[config.mk]
export PLATFORM = sky130hd
export DESIGN_NAME = rv32_decode_stage
export DESIGN_NICKNAME = d
export VERILOG_FILES = /design/src/rtl/rv32_decode_stage.sv
export SDC_FILE = /design/constraint.sdc
export NUM_CORES = 1
export LEC_CHECK = 0
export CAP_MARGIN = 20
export CORE_AREA = 4 4 101 103
export CTS_BUF_LIST = sky130_fd_sc_hd__clkbuf_8
export CTS_CLUSTER_SIZE = 10
export DETAILED_ROUTE_END_ITERATION = 6
export DIE_AREA = 0 0 105 107
export PLACE_DENSITY = 0.77
export SYNTH_ARGS = -nofsm -noshare
export SYNTH_HDL_FRONTEND = slang
export SYNTH_SLANG_ARGS = --single-unit
[constraint.sdc]
create_clock -name clk -period 6.87 [get_ports clk]
set_input_delay 2.061 -clock clk [delete_from_list [all_inputs] [get_ports clk]]
set_output_delay 2.061 -clock clk [all_outputs]
set_load 0.05 [all_outputs]
[src/rtl/rv32_decode_stage.sv]
// RV32 decode stage: classifies the fetched opcode and registers instruction, PC and
// control fields behind a single-entry valid/ready register with flush.
module rv32_decode_stage #(
  parameter logic [31:0] NOP_INSTR    = 32'h00000013,
  parameter bit          ENABLE_ZICSR = 1'b1
) (
  input  logic        clk,
  input  logic        reset,
  input  logic        flush_in,
  input  logic        valid_in,
  output logic        ready_out,
  input  logic [31:0] instr_in,
  input  logic [31:0] pc_in,
  output logic        valid_out,
  input  logic        ready_in,
  output logic [31:0] instr_out,
  output logic [31:0] pc_out,
  output logic [2:0]  imm_sel_out,
  output logic [4:0]  rs1_out,
  output logic [4:0]  rs2_out,
  output logic [4:0]  rd_out,
  output logic        rd_write_out,
  output logic        mem_read_out,
  output logic        mem_write_out,
  output logic        branch_out,
  output logic        jump_out,
  output logic        illegal_out
);

  localparam logic [2:0] IMM_I     = 3'b000;
  localparam logic [2:0] IMM_S     = 3'b001;
  localparam logic [2:0] IMM_B     = 3'b010;
  localparam logic [2:0] IMM_U     = 3'b011;
  localparam logic [2:0] IMM_J     = 3'b100;
  localparam logic [2:0] IMM_SHAMT = 3'b101;
  localparam logic [2:0] IMM_ZIMM  = 3'b110;

  localparam logic [6:0] OPC_LUI    = 7'b0110111;
  localparam logic [6:0] OPC_AUIPC  = 7'b0010111;
  localparam logic [6:0] OPC_JAL    = 7'b1101111;
  localparam logic [6:0] OPC_JALR   = 7'b1100111;
  localparam logic [6:0] OPC_BRANCH = 7'b1100011;
  localparam logic [6:0] OPC_LOAD   = 7'b0000011;
  localparam logic [6:0] OPC_STORE  = 7'b0100011;
  localparam logic [6:0] OPC_OPIMM  = 7'b0010011;
  localparam logic [6:0] OPC_OP     = 7'b0110011;
  localparam logic [6:0] OPC_MISC   = 7'b0001111;
  localparam logic [6:0] OPC_SYSTEM = 7'b1110011;

  localparam logic [6:0] F7_ZERO = 7'b0000000;
  localparam logic [6:0] F7_ALT  = 7'b0100000;

  typedef struct packed {
    logic [2:0] imm_sel;
    logic       rd_write;
    logic       mem_read;
    logic       mem_write;
    logic       branch;
    logic       jump;
    logic       illegal;
  } ctrl_t;

  // Every listed opcode ends in 2'b11, so the full 7-bit match also rejects
  // compressed/reserved encodings with instr[1:0] != 2'b11.
  function automatic ctrl_t decode(input logic [31:0] instr);
    logic [6:0] opc;
    logic [2:0] f3;
    logic [6:0] f7;
    logic       ill;
    ctrl_t      c;
    opc = instr[6:0];
    f3  = instr[14:12];
    f7  = instr[31:25];
    ill = 1'b0;
    c   = '0;
    case (opc)
      OPC_LUI, OPC_AUIPC: begin
        c.imm_sel  = IMM_U;
        c.rd_write = 1'b1;
      end
      OPC_JAL: begin
        c.imm_sel  = IMM_J;
        c.rd_write = 1'b1;
        c.jump     = 1'b1;
      end
      OPC_JALR: begin
        c.imm_sel  = IMM_I;
        c.rd_write = 1'b1;
        c.jump     = 1'b1;
        ill        = (f3 != 3'b000);
      end
      OPC_BRANCH: begin
        c.imm_sel = IMM_B;
        c.branch  = 1'b1;
        ill       = (f3 == 3'b010) || (f3 == 3'b011);
      end
      OPC_LOAD: begin
        c.imm_sel  = IMM_I;
        c.rd_write = 1'b1;
        c.mem_read = 1'b1;
        ill        = (f3 == 3'b011) || (f3 == 3'b110) || (f3 == 3'b111);
      end
      OPC_STORE: begin
        c.imm_sel   = IMM_S;
        c.mem_write = 1'b1;
        ill         = (f3 >= 3'b011);
      end
      OPC_OPIMM: begin
        c.rd_write = 1'b1;
        if (f3 == 3'b001) begin
          c.imm_sel = IMM_SHAMT;
          ill       = (f7 != F7_ZERO);
        end else if (f3 == 3'b101) begin
          c.imm_sel = IMM_SHAMT;
          ill       = (f7 != F7_ZERO) && (f7 != F7_ALT);
        end else begin
          c.imm_sel = IMM_I;
        end
      end
      OPC_OP: begin
        c.imm_sel  = IMM_I;
        c.rd_write = 1'b1;
        ill        = (f7 != F7_ZERO) && (f7 != F7_ALT);
      end
      OPC_MISC: begin
        c.imm_sel = IMM_I;
      end
      OPC_SYSTEM: begin
        if (f3 == 3'b000) begin
          c.imm_sel = IMM_I;
        end else if (!ENABLE_ZICSR || (f3 == 3'b100)) begin
          ill = 1'b1;
        end else begin
          c.imm_sel  = f3[2] ? IMM_ZIMM : IMM_I;
          c.rd_write = 1'b1;
        end
      end
      default: ill = 1'b1;
    endcase
    // Illegal words still travel down the pipe so the trap is raised in order.
    if (ill) begin
      c         = '0;
      c.illegal = 1'b1;
    end
    if (instr[11:7] == 5'd0) c.rd_write = 1'b0;
    return c;
  endfunction

  logic        valid_q, valid_d;
  logic [31:0] instr_q, instr_d;
  logic [31:0] pc_q, pc_d;
  logic [4:0]  rs1_q, rs1_d;
  logic [4:0]  rs2_q, rs2_d;
  logic [4:0]  rd_q, rd_d;
  ctrl_t       ctrl_q, ctrl_d;
  ctrl_t       dec;
  logic        accept;

  assign ready_out = !valid_q || ready_in;
  assign accept    = valid_in && ready_out;

  always_comb begin
    dec     = decode(instr_in);
    valid_d = valid_q;
    instr_d = instr_q;
    pc_d    = pc_q;
    rs1_d   = rs1_q;
    rs2_d   = rs2_q;
    rd_d    = rd_q;
    ctrl_d  = ctrl_q;
    if (flush_in || (!accept && ready_in && valid_q)) begin
      // Bubble: same as reset except the PC keeps its last value.
      valid_d = 1'b0;
      instr_d = NOP_INSTR;
      rs1_d   = 5'd0;
      rs2_d   = 5'd0;
      rd_d    = 5'd0;
      ctrl_d  = '0;
    end else if (accept) begin
      valid_d = 1'b1;
      instr_d = instr_in;
      pc_d    = pc_in;
      rs1_d   = instr_in[19:15];
      rs2_d   = instr_in[24:20];
      rd_d    = instr_in[11:7];
      ctrl_d  = dec;
    end
  end

  always_ff @(posedge clk or posedge reset) begin
    if (reset) begin
      valid_q <= 1'b0;
      instr_q <= NOP_INSTR;
      pc_q    <= 32'd0;
      rs1_q   <= 5'd0;
      rs2_q   <= 5'd0;
      rd_q    <= 5'd0;
      ctrl_q  <= '0;
    end else begin
      valid_q <= valid_d;
      instr_q <= instr_d;
      pc_q    <= pc_d;
      rs1_q   <= rs1_d;
      rs2_q   <= rs2_d;
      rd_q    <= rd_d;
      ctrl_q  <= ctrl_d;
    end
  end

  assign valid_out     = valid_q;
  assign instr_out     = instr_q;
  assign pc_out        = pc_q;
  assign rs1_out       = rs1_q;
  assign rs2_out       = rs2_q;
  assign rd_out        = rd_q;
  assign imm_sel_out   = ctrl_q.imm_sel;
  assign rd_write_out  = ctrl_q.rd_write;
  assign mem_read_out  = ctrl_q.mem_read;
  assign mem_write_out = ctrl_q.mem_write;
  assign branch_out    = ctrl_q.branch;
  assign jump_out      = ctrl_q.jump;
  assign illegal_out   = ctrl_q.illegal;

endmodule

==> impl_metrics.toml <==
[clock_network]
clk-insertion-delay-late_ns = 0.34
cts_resized = 0
cts.sinks = 74
clockRootBuffer = "clkbuf_8"
cts_tree = "yes"
clockBufferDepth = 2
htree_levels = 3
numCtsBuffers = 9
cts_hold_buffers = 0
clkTransAtPathRegs_ns = 0.07
cts_setup_buffers = 0

[critical_path]
crit_top_cell = "clkdlybuf4s50_1"
cp_slowest_cell = "clkdlybuf4s50_1"
worstPathCellList = "clkdlybuf4s50_1 -> nor2b_1 -> inv_2 -> clkdlybuf4s50_1"
cp_slowest_stage_delay_ns = 0.72
cp_top_family = "buffers and inverters"
reg2reg_depth = 6
crit_required_ns = 4.81
critical_path_arrival_ns = 3.51
r2r-start = "valid_out"
r2r-end = "jump_out"
cp.depth = 4
end_kind = "output pin"
reg2reg_slack_ns = 5.01
crit_fanout = 3
worstSetupEndpoint = "ready_out"
crit_path_start = "ready_in"
crit_type = "in -> out"
worst_setup_path_start_kind = "primary input"
path_buf_inv = 3

[finish]
diodes = 0
finalNonFillerCells = 577
syn2layout_area_growth_pct = 55.7
fin_util_pct = 54.0
fin_area_sq_um = 4960
drive_above_1_share_pct = 6.87
n_fill_cell = 829
nets = 531

[grt]
grt_pass1_wl_um = 14700
grt_pass1_vias = 2841
antenna_found_initial = 0
grt_max_degree = 75
overflow = 0
grt_use_total_pct = 16.2

[power_and_ir_drop]
total_power_mw = 1.25
peakVddDrop_mv = 0.186
p_per_area_nw_per_um2 = 251
p_leak_nw = 2.22

[timing]
tns_ns = 0
fin_crit_sh_pct = 81.1
fin_skew_ns = 0.00573
fmax_mhz = 179
tightestPinTransition_ns = 0.915
setup_viol = 0
relSlewSlack_pct = 39.0
hold_violations = 0
worst_slack_ns = 1.30
whs_ns = 0.479
maxSlewViolCount = 0
rsz0062_at_grt = "no"
fin_crit_ns = 5.57

[detailed_routing]
routed_wl_um = 9150
antenna_left = 0
drt-pass1-iter-count = 4
dr_total_vias = 2814
viasPerCell = 4.88
wl_per_cell_um = 15.9
drc_errors = 0
drtIter0Drc = 92

[die]
die_width_um = 105
die_area_sq_um = 11200
num_rows = 35
core_area_sq_um = 9200
io_pins = 159
initial_utilization_pct = 34.7
dieHeight_um = 107

[synthesis]
synth.top_cell.area_share_pct = 55.7
synth_cell_types = 43
yosys_warnings = 0
syn-cell-area_sq_um = 3190
async_flop_share_pct = 100
syn-num-nets = 392
avgSynthCellArea_sq_um = 9.87
yosysTopAreaCell = "dfrtp_1"
yosysMostFrequentCell = "nand2_1"
syn_inst = 323
yosys-top-cells-area = "dfrtp_1 56%, nand2_1 14%, a22o_1 7.4%, buf_4 3.8%, dfstp_2 2.5%"
ys_seq_area_share_pct = 58.2
synth_flop_cell = "dfrtp_1"
synthTopCellsByCount = "116 x nand2_1, 71 x dfrtp_1, 27 x a22o_1"
ys_seq_elements = 74
synth_edf_count = 0

[min_path]
min_path_type = "reg -> reg"

[placed_design]
gp_congestion = 0.837
hpwl_um = 6510
placed_area_sq_um = 4750
numPortBuffers = 158
dp.cells = 562
dpl_worst_slack_ns = 1.30

[status]
status = "completed"

[job]
max_cap_viol_count = 0
## how the worst min path moves through the flow
stage / from / to / slack, ns / cells past startpoint
floorplan: instr_out[4] / instr_out[4] / 0.61 / 1
global placement: pc_out[6] / pc_out[6] / 0.46 / 2
detailed placement: pc_out[28] / pc_out[28] / 0.46 / 2
CTS: pc_out[13] / pc_out[13] / 0.48 / 2
global route: pc_out[13] / pc_out[13] / 0.50 / 2
finish: pc_out[13] / pc_out[13] / 0.48 / 2
## report_power, final
part | switching (mW) | internal [mW]
combinational | 0.244 | 0.134
sequential | 0.0227 | 0.475
clock | 0.160 | 0.212
## per-layer routing
layer,vias to the layer above,track usage (%),wire length (um)
met5,-,0,0
met4,0,3.66,91
met3,11,6.98,786
met2,115,27.5,4540
met1,1334,19.1,3740
li1,1354,-,-
## final cells by class
type / instances / area [sq um] / area share [%]
Sequential cell: 74 / 1860 / 37.4
Multi-Input combinational cell: 210 / 1120 / 22.6
Inverter: 5 / 18.8 / 0.378
Clock inverter: 5 / 78.8 / 1.59
Timing Repair Buffer: 162 / 1610 / 32.5
Tap cell: 111 / 139 / 2.80
Clock buffer: 10 / 138 / 2.77
## sequential cells by signal (all words and copies together), names as in the netlist
name / count
illegal_out: 1
mem_read_out: 1
instr_out: 32
jump_out: 1
mem_write_out: 1
rd_write_out: 1
branch_out: 1
pc_out: 32
imm_sel_out: 3
valid_out: 1
## cells by family (layout without fill, tap and decap cells)
logic type	count (synthesis)	in the layout	synth area share, %
AO/OA/AOI/OAI	64	64	15.6
flip-flops	74	74	58.2
buffers and inverters	39	182	6.83
AND/OR/NAND/NOR	146	146	19.3
## cells in the final DEF (no fill, tap or decap), drive strengths merged, types with 2 or more instances in the layout
| master | count |
|---|---|
| nand3b | 2 |
| nor2 | 9 |
| o31ai | 2 |
| o221ai | 2 |
| clkbuf | 10 |
| dfrtp | 71 |
| a31oi | 2 |
| nor2b | 2 |
| clkdlybuf4s50 | 158 |
| inv | 5 |
| clkinv | 3 |
| a21oi | 4 |
| o22a | 2 |
| o41ai | 2 |
| dfstp | 3 |
| nand2 | 116 |
| nand2b | 2 |
| nor3 | 2 |
| o21ai | 16 |
| nor4 | 2 |
| a22o | 27 |
| bufinv | 2 |
| buf | 4 |
## worst register-to-register path, delay by kind of cell (launching register included)
kind,cells,cell delay [ns]
AND/OR/NAND/NOR,3,0.78
buffers and inverters,2,0.45
flip-flops,1,0.36
AO/OA/AOI/OAI,1,0.13
Power figures use the tool's default switching activity.
